## config.mk

```make
export PLATFORM = sky130hd
export DESIGN_NAME = dm_read_arbiter
export DESIGN_NICKNAME = d
export VERILOG_FILES = /design/src/rtl/dm_pkg.sv /design/src/rtl/dm_id_fifo.sv /design/src/rtl/dm_read_arbiter.sv
export SDC_FILE = /design/constraint.sdc
export NUM_CORES = 1
export LEC_CHECK = 0
export ABC_CLOCK_PERIOD_IN_PS = 3150
export BUFFER_PORTS_ARGS = -buffer_cell sky130_fd_sc_hd__buf_2
export CAP_MARGIN = 30
export CORE_AREA = 2 2 214 216
export DETAILED_ROUTE_END_ITERATION = 6
export DIE_AREA = 0 0 216 218
export PLACE_DENSITY = 0.43
export SLEW_MARGIN = 20
export SYNTH_ARGS = -nofsm -noshare
export SYNTH_HDL_FRONTEND = slang
export SYNTH_SLANG_ARGS = --single-unit
```

## constraint.sdc

```tcl
create_clock -name aclk -period 3.15 [get_ports aclk]
set_input_delay 0.315 -clock aclk [delete_from_list [all_inputs] [get_ports aclk]]
set_output_delay 0.315 -clock aclk [all_outputs]
set_load 0.005 [all_outputs]
```

## src/rtl/dm_pkg.sv

```systemverilog
// Shared DataMover definitions.
// Holds the 72-bit MM2S command layout, the status byte field positions and a helper that
// rewrites the command tag. Imported by dm_read_arbiter and dm_id_fifo users.
package dm_pkg;

  localparam int unsigned DM_CMD_W = 72;
  localparam int unsigned DM_STS_W = 8;

  // Status byte fields.
  localparam int unsigned STS_TAG_LSB = 0;
  localparam int unsigned STS_TAG_MSB = 3;
  localparam int unsigned STS_OKAY    = 7;

  // Command layout, MSB first: RSVD[71:68] TAG[67:64] SADDR[63:32] DRR[31] EOF[30]
  // DSA[29:24] TYPE[23] BTT[22:0].
  typedef struct packed {
    logic [3:0]  rsvd;
    logic [3:0]  tag;
    logic [31:0] saddr;
    logic        drr;
    logic        eof;
    logic [5:0]  dsa;
    logic        cmd_type;
    logic [22:0] btt;
  } dm_cmd_t;

  // Replace only the TAG field; every other bit of the command passes through.
  function automatic logic [DM_CMD_W-1:0] dm_set_tag(input logic [DM_CMD_W-1:0] cmd,
                                                     input logic [3:0]          tag);
    dm_cmd_t c;
    c     = dm_cmd_t'(cmd);
    c.tag = tag;
    return DM_CMD_W'(c);
  endfunction

endpackage

```

## src/rtl/dm_id_fifo.sv

```systemverilog
// In-order requester ID FIFO.
// Records which requester owns each outstanding read so returned data can be steered in
// command order. Registered pointers, combinational head read.
// Ports:
//   aclk, aresetn  clock, synchronous active-low reset
//   push, din      enqueue an ID (ignored when full)
//   pop            dequeue the head (ignored when empty)
//   head           current oldest ID
//   empty, full    occupancy flags
//   count          number of stored IDs, 0..Depth
module dm_id_fifo #(
  parameter int unsigned Depth = 8,
  parameter int unsigned IdW   = 2,
  localparam int unsigned PtrW = $clog2(Depth),
  localparam int unsigned CntW = PtrW + 1
) (
  input  logic            aclk,
  input  logic            aresetn,
  input  logic            push,
  input  logic            pop,
  input  logic [IdW-1:0]  din,
  output logic [IdW-1:0]  head,
  output logic            empty,
  output logic            full,
  output logic [CntW-1:0] count
);

  logic [IdW-1:0]  mem_q [Depth];
  logic [PtrW-1:0] wr_ptr_q;
  logic [PtrW-1:0] rd_ptr_q;
  logic [CntW-1:0] count_q;
  logic            do_push;
  logic            do_pop;

  assign empty   = (count_q == '0);
  assign full    = (count_q == CntW'(Depth));
  assign count   = count_q;
  assign head    = mem_q[rd_ptr_q];
  assign do_push = push && !full;
  assign do_pop  = pop && !empty;

  // Depth is a power of two, so pointers wrap by plain overflow.
  always_ff @(posedge aclk) begin
    if (!aresetn) begin
      wr_ptr_q <= '0;
      rd_ptr_q <= '0;
      count_q  <= '0;
    end else begin
      if (do_push) wr_ptr_q <= wr_ptr_q + PtrW'(1);
      if (do_pop)  rd_ptr_q <= rd_ptr_q + PtrW'(1);
      if (do_push && !do_pop) begin
        count_q <= count_q + CntW'(1);
      end else if (!do_push && do_pop) begin
        count_q <= count_q - CntW'(1);
      end
    end
  end

  // Storage needs no reset; only entries between the pointers are ever read meaningfully.
  always_ff @(posedge aclk) begin
    if (do_push) mem_q[wr_ptr_q] <= din;
  end

endmodule

```

## src/rtl/dm_read_arbiter.sv

```systemverilog
// Shares one DataMover MM2S read channel among NUM_REQ clients.
// Commands are arbitrated round-robin and re-tagged with the winner index; read data is
// steered back in command order using an ID FIFO; status is routed by its tag.
// Ports:
//   aclk, aresetn                  clock, synchronous active-low reset
//   req_cmd/_valid/_ready          per-requester 72-bit commands, slice i = [72*i +: 72]
//   m_cmd/_valid/_ready            registered command to the DataMover
//   s_data/_keep/_last/_valid/_ready  read data from the DataMover
//   rsp_data/_keep/_last           read data broadcast to all requesters
//   rsp_data_valid/_ready          per-requester data handshake
//   s_sts/_valid/_ready            DataMover read status ([3:0] tag)
//   rsp_sts, rsp_sts_valid/_ready  status broadcast, per-requester handshake
//   sts_error                      sticky: status seen with an out-of-range tag
module dm_read_arbiter
  import dm_pkg::*;
#(
  parameter int unsigned NUM_REQ         = 4,
  parameter int unsigned DATA_WIDTH      = 64,
  parameter int unsigned KEEP_WIDTH      = 8,
  parameter int unsigned MAX_OUTSTANDING = 8
) (
  input  logic                        aclk,
  input  logic                        aresetn,
  input  logic [NUM_REQ*DM_CMD_W-1:0] req_cmd,
  input  logic [NUM_REQ-1:0]          req_cmd_valid,
  output logic [NUM_REQ-1:0]          req_cmd_ready,
  output logic [DM_CMD_W-1:0]         m_cmd,
  output logic                        m_cmd_valid,
  input  logic                        m_cmd_ready,
  input  logic [DATA_WIDTH-1:0]       s_data,
  input  logic [KEEP_WIDTH-1:0]       s_data_keep,
  input  logic                        s_data_last,
  input  logic                        s_data_valid,
  output logic                        s_data_ready,
  output logic [DATA_WIDTH-1:0]       rsp_data,
  output logic [KEEP_WIDTH-1:0]       rsp_data_keep,
  output logic                        rsp_data_last,
  output logic [NUM_REQ-1:0]          rsp_data_valid,
  input  logic [NUM_REQ-1:0]          rsp_data_ready,
  input  logic [DM_STS_W-1:0]         s_sts,
  input  logic                        s_sts_valid,
  output logic                        s_sts_ready,
  output logic [DM_STS_W-1:0]         rsp_sts,
  output logic [NUM_REQ-1:0]          rsp_sts_valid,
  input  logic [NUM_REQ-1:0]          rsp_sts_ready,
  output logic                        sts_error
);

  localparam int unsigned IdW  = (NUM_REQ > 1) ? $clog2(NUM_REQ) : 1;
  localparam int unsigned CntW = $clog2(MAX_OUTSTANDING) + 1;

  logic [DM_CMD_W-1:0] m_cmd_q;
  logic                m_cmd_valid_q;
  logic [IdW-1:0]      rr_ptr_q;
  logic [IdW-1:0]      rr_ptr_d;
  logic                sts_error_q;

  logic                slot_free;
  logic                grant;
  logic                found_hi;
  logic                found_lo;
  logic [IdW-1:0]      idx_hi;
  logic [IdW-1:0]      idx_lo;
  logic [IdW-1:0]      grant_idx;
  logic [DM_CMD_W-1:0] sel_cmd;
  logic [DM_CMD_W-1:0] tagged_cmd;

  logic                fifo_pop;
  logic [IdW-1:0]      fifo_head;
  logic                fifo_empty;
  logic                fifo_full;
  logic [CntW-1:0]     fifo_count;
  logic                unused_fifo_count;

  logic [3:0]          sts_tag;
  logic                sts_tag_ok;

  // ---------------------------------------------------------------------------
  // Round-robin search: lowest valid index at or above rr_ptr, else lowest valid overall.
  // ---------------------------------------------------------------------------
  always_comb begin
    found_hi = 1'b0;
    found_lo = 1'b0;
    idx_hi   = '0;
    idx_lo   = '0;
    for (int i = NUM_REQ - 1; i >= 0; i--) begin
      if (req_cmd_valid[i]) begin
        found_lo = 1'b1;
        idx_lo   = IdW'(i);
        if (32'(rr_ptr_q) <= 32'(i)) begin
          found_hi = 1'b1;
          idx_hi   = IdW'(i);
        end
      end
    end
    grant_idx = found_hi ? idx_hi : idx_lo;
  end

  assign slot_free = !m_cmd_valid_q || m_cmd_ready;
  // Full blocks a grant even when a pop lands in the same cycle. Reset also blocks so no
  // requester sees ready while the block is held in reset.
  assign grant     = aresetn && slot_free && !fifo_full && found_lo;
  assign rr_ptr_d  = (32'(grant_idx) == NUM_REQ - 1) ? '0 : grant_idx + IdW'(1);

  always_comb begin
    req_cmd_ready = '0;
    sel_cmd       = '0;
    for (int unsigned i = 0; i < NUM_REQ; i++) begin
      if (grant_idx == IdW'(i)) begin
        req_cmd_ready[i] = grant;
        sel_cmd          = req_cmd[DM_CMD_W*i +: DM_CMD_W];
      end
    end
  end

  assign tagged_cmd = dm_set_tag(sel_cmd, 4'(grant_idx));

  // ---------------------------------------------------------------------------
  // Command register, RR pointer and sticky status error.
  // ---------------------------------------------------------------------------
  always_ff @(posedge aclk) begin
    if (!aresetn) begin
      m_cmd_q       <= '0;
      m_cmd_valid_q <= 1'b0;
      rr_ptr_q      <= '0;
      sts_error_q   <= 1'b0;
    end else begin
      if (grant) begin
        m_cmd_q       <= tagged_cmd;
        m_cmd_valid_q <= 1'b1;
        rr_ptr_q      <= rr_ptr_d;
      end else if (slot_free) begin
        m_cmd_valid_q <= 1'b0;
      end
      // Bad-tag status is always accepted, so valid alone is the handshake.
      if (s_sts_valid && !sts_tag_ok) sts_error_q <= 1'b1;
    end
  end

  assign m_cmd       = m_cmd_q;
  assign m_cmd_valid = m_cmd_valid_q;
  assign sts_error   = sts_error_q;

  // ---------------------------------------------------------------------------
  // Outstanding-ID FIFO and in-order data steering.
  // ---------------------------------------------------------------------------
  assign fifo_pop = s_data_valid && s_data_ready && s_data_last;

  dm_id_fifo #(
    .Depth (MAX_OUTSTANDING),
    .IdW   (IdW)
  ) u_id_fifo (
    .aclk    (aclk),
    .aresetn (aresetn),
    .push    (grant),
    .pop     (fifo_pop),
    .din     (grant_idx),
    .head    (fifo_head),
    .empty   (fifo_empty),
    .full    (fifo_full),
    .count   (fifo_count)
  );

  // Occupancy is tracked through the full flag; the count is only observable state.
  assign unused_fifo_count = ^fifo_count;

  always_comb begin
    rsp_data_valid = '0;
    s_data_ready   = 1'b0;
    if (!fifo_empty) begin
      for (int unsigned i = 0; i < NUM_REQ; i++) begin
        if (fifo_head == IdW'(i)) begin
          rsp_data_valid[i] = s_data_valid;
          s_data_ready      = rsp_data_ready[i];
        end
      end
    end
  end

  assign rsp_data      = s_data;
  assign rsp_data_keep = s_data_keep;
  assign rsp_data_last = s_data_last;

  // ---------------------------------------------------------------------------
  // Status routing by tag, independent of the ID FIFO.
  // ---------------------------------------------------------------------------
  assign sts_tag    = s_sts[STS_TAG_MSB:STS_TAG_LSB];
  assign sts_tag_ok = (32'(sts_tag) < NUM_REQ);

  always_comb begin
    rsp_sts_valid = '0;
    s_sts_ready   = !sts_tag_ok;
    for (int unsigned i = 0; i < NUM_REQ; i++) begin
      if (sts_tag_ok && (sts_tag == 4'(i))) begin
        rsp_sts_valid[i] = s_sts_valid;
        s_sts_ready      = rsp_sts_ready[i];
      end
    end
  end

  assign rsp_sts = s_sts;

endmodule

```

==> run metrics <==
outcome completed; ant diodes 0; worst-path maximum fanout 6; max-slew violation count 0; Antenna Violating Nets Remaining 0; Initial Util 15.5%; most frequent cells in the layout buf_2 (383), nand2_1 (151), a21oi_1 (143); vias 7,171; # setup viols final 0; total routed wirelength 26.4 mm; Worst-Skew Late Latency 0.38 ns; Avg Inst Size Synth 8.05 sq um; Distinct cells, synth 46; final worst path period need 2.98 ns; setup TNS 0 ns; CTS H-tree lvls 3; Pre-antenna DRT Iters 7; largest net degree at the start of global routing 150; fillers 5,107; clk root buf clkbuf_16; GPL Wtd Cong 0.815; Pleak 4.49 nW; final cell count without fillers 1,727; synthesized instance count 865; critical path required time 3.47 ns; Core Footprint 44,900 sq um; period utilisation layout 94.8%; Cell Area, Synth 6970 sq um; #FFs+latches synth 103; Ys Warns 0; # rows 78; CP endpoint kind register; Total Nets Final 1,518; GRT Total Usage 11.0%; total CTS buffers 9; antenna violations before repair 0; routed wire length on met2 13.0 mm; Placed Cells 1,712; Worst-Margin Slew 0.793 ns; wire length on met3 1.60 mm; I/O pin total 555; CTS Sinks 103; Arr. time, crit path 3.31 ns; RSZ-0062 raised after global routing no; share of cells above drive strength 1 39.8%; CTS tree yes; Max-slew headroom 47.1%; die height 218 um; PortBufs 384; vias in the first global route 7,053; Hold/Removal Path Class primary input to register; setup bufs post-CTS 0; most common cell after layout, fill and taps aside buf_2; first-pass GRT wire length 39.9 mm; sequential-to-total area share from yosys stat 31.9%; CP startpoint kind register; Die Area 47,100 sq um; skew final 0.00519 ns; worst vdd ir 275 uV; global route overflow 0; fmax 0.335 GHz; Hold Buf Count CTS 0; Wirelength per Cell 15.3 um; Max-Cap Viols 0; vias per std cell 4.15; Syn-to-layout area delta 35.1%; Die Width 216 um; final-report hold violation count 0; detailed-route DRC error count 0; Initial DRC Count 253; top sig layer met4; Pwr Density 645 nW/um^2; Metal-1 WL 11.4 mm; kind of critical path register to register; CTS Buffer Depth 2; Worst-path clk slew 0.08 ns; HPWL after DPL 19.5 mm
[worst max-delay path, stage by stage, from the launching register on]
cell and delay [ns]:
dfxtp_4 0.39, mux2i_2 0.15, mux4_2 0.50, mux4_2 0.49, nand3_4 0.10, ha_4 0.13
inv_2 0.05, ha_4 0.22, a21o_1 0.16, a21oi_2 0.14, xnor2_1 0.09, or3_1 0.38
a21oi_2 0.11
[cell families after synthesis]
kind of cell / count (synthesis) / share of synthesized area [%]
flip-flops: 103 / 31.9
XOR/XNOR: 5 / 0.629
AND/OR/NAND/NOR: 262 / 19.0
AO/OA/AOI/OAI: 295 / 28.8
buffers and inverters: 173 / 14.2
other: 1 / 0.0538
multiplexers: 16 / 3.48
adder cells (fa/ha/maj): 10 / 1.90
[state kept, by name, indices dropped and copies added, names as in the netlist, named ones only]
name / count
u_id_fifo.wr_ptr_q: 3
sts_error: 1
m_cmd_valid: 1
rr_ptr_q: 2
u_id_fifo.mem_q: 16
u_id_fifo.rd_ptr_q: 3
m_cmd: 70
u_id_fifo.count: 4
[layout make-up]
type	instances	area [sq um]	area share, %
clock buffer	9	225	2.39
clock inverter	7	86.3	0.917
inverter	9	36.3	0.386
multi-input combinational	590	3850	41.0
sequential	103	2230	23.7
tap	600	751	7.98
timing repair buffer	409	2230	23.7
[synth_stat cells, drive strengths merged]
cell    count  area share (%)
clkbuf     75             4.2
a21boi      2            0.27
nor2       15            0.81
o41ai       1            0.13
o21a        1            0.11
o21ai       7            0.50
fa          1            0.29
or2b        1            0.11
buf        89             9.6
and2        4            0.36
and3        1           0.090
nand2b      4            0.36
o22ai       1           0.090
a21oi     145              10
a21o        2            0.22
conb        1           0.054
mux2i      11             1.8
nand2     151             8.1
ha          9             1.6
nor2b       1           0.090
o211ai     68             7.3
nor4b       2            0.25
xnor2       3            0.38
edfxtp     16             6.9
or3         2            0.18
mux4        5             1.7
nand3b     68             7.3
o211a      68             9.8
xor2        2            0.25
nor3        4            0.36
dfxtp      87              25
nor4        1           0.090
nand4       1           0.090
inv         9            0.48
nand3       3            0.29
nor3b       4            0.43
[metal layers]
metal | vias to the layer above | track usage (%)
met3 | 25 | 3.31
met5 | - | 0
met1 | 3369 | 13.2
met2 | 242 | 18.3
li1 | 3535 | -
met4 | 0 | 4.27
[path summary, 6_finish.rpt]
kind / slack [ns] / startpoint / endpoint / cells after the start
max: 0.17 / register / u_id_fifo.count[3] / 12
min: 0.20 / s_sts_valid / sts_error / 3
max reg2reg: 0.17 / register / u_id_fifo.count[3] / 12
min reg2reg: 0.45 / sts_error / sts_error / 2
[per-stage QoR]
stage / total power [mW] / util [%] / setup WS, ns / hold slack [ns] / area, sq um
after floorplan: 3.77 / - / 0.0428 / 0.442 / 6970
after global placement: 4.85 / 20.1 / -0.0395 / 0.432 / 9040
after detailed placement: 4.88 / 20.2 / -0.0451 / 0.439 / 9070
after CTS: 6.18 / 20.9 / 0.00448 / 0.156 / 9380
after global routing: 6.62 / 21.0 / 0.0199 / 0.206 / 9410
final: 6.07 / 21.0 / 0.165 / 0.201 / 9410
[power breakdown]
| group | total [mW] | switching (mW) | leakage, nW | internal [mW] |
|---|---|---|---|---|
| Clock | 1.22 | 0.646 | 0.151 | 0.571 |
| Combinational | 3.04 | 1.69 | 3.48 | 1.36 |
| Sequential | 1.81 | 0.183 | 0.865 | 1.62 |
[repair_timing]
action / 4_1_cts / 5_1_grt
resized for setup: 2 / 11
pin swaps: 0 / 8
setup endpoints to repair: 1 / 1
No activity file was read; power rests on OpenSTA's default activity.
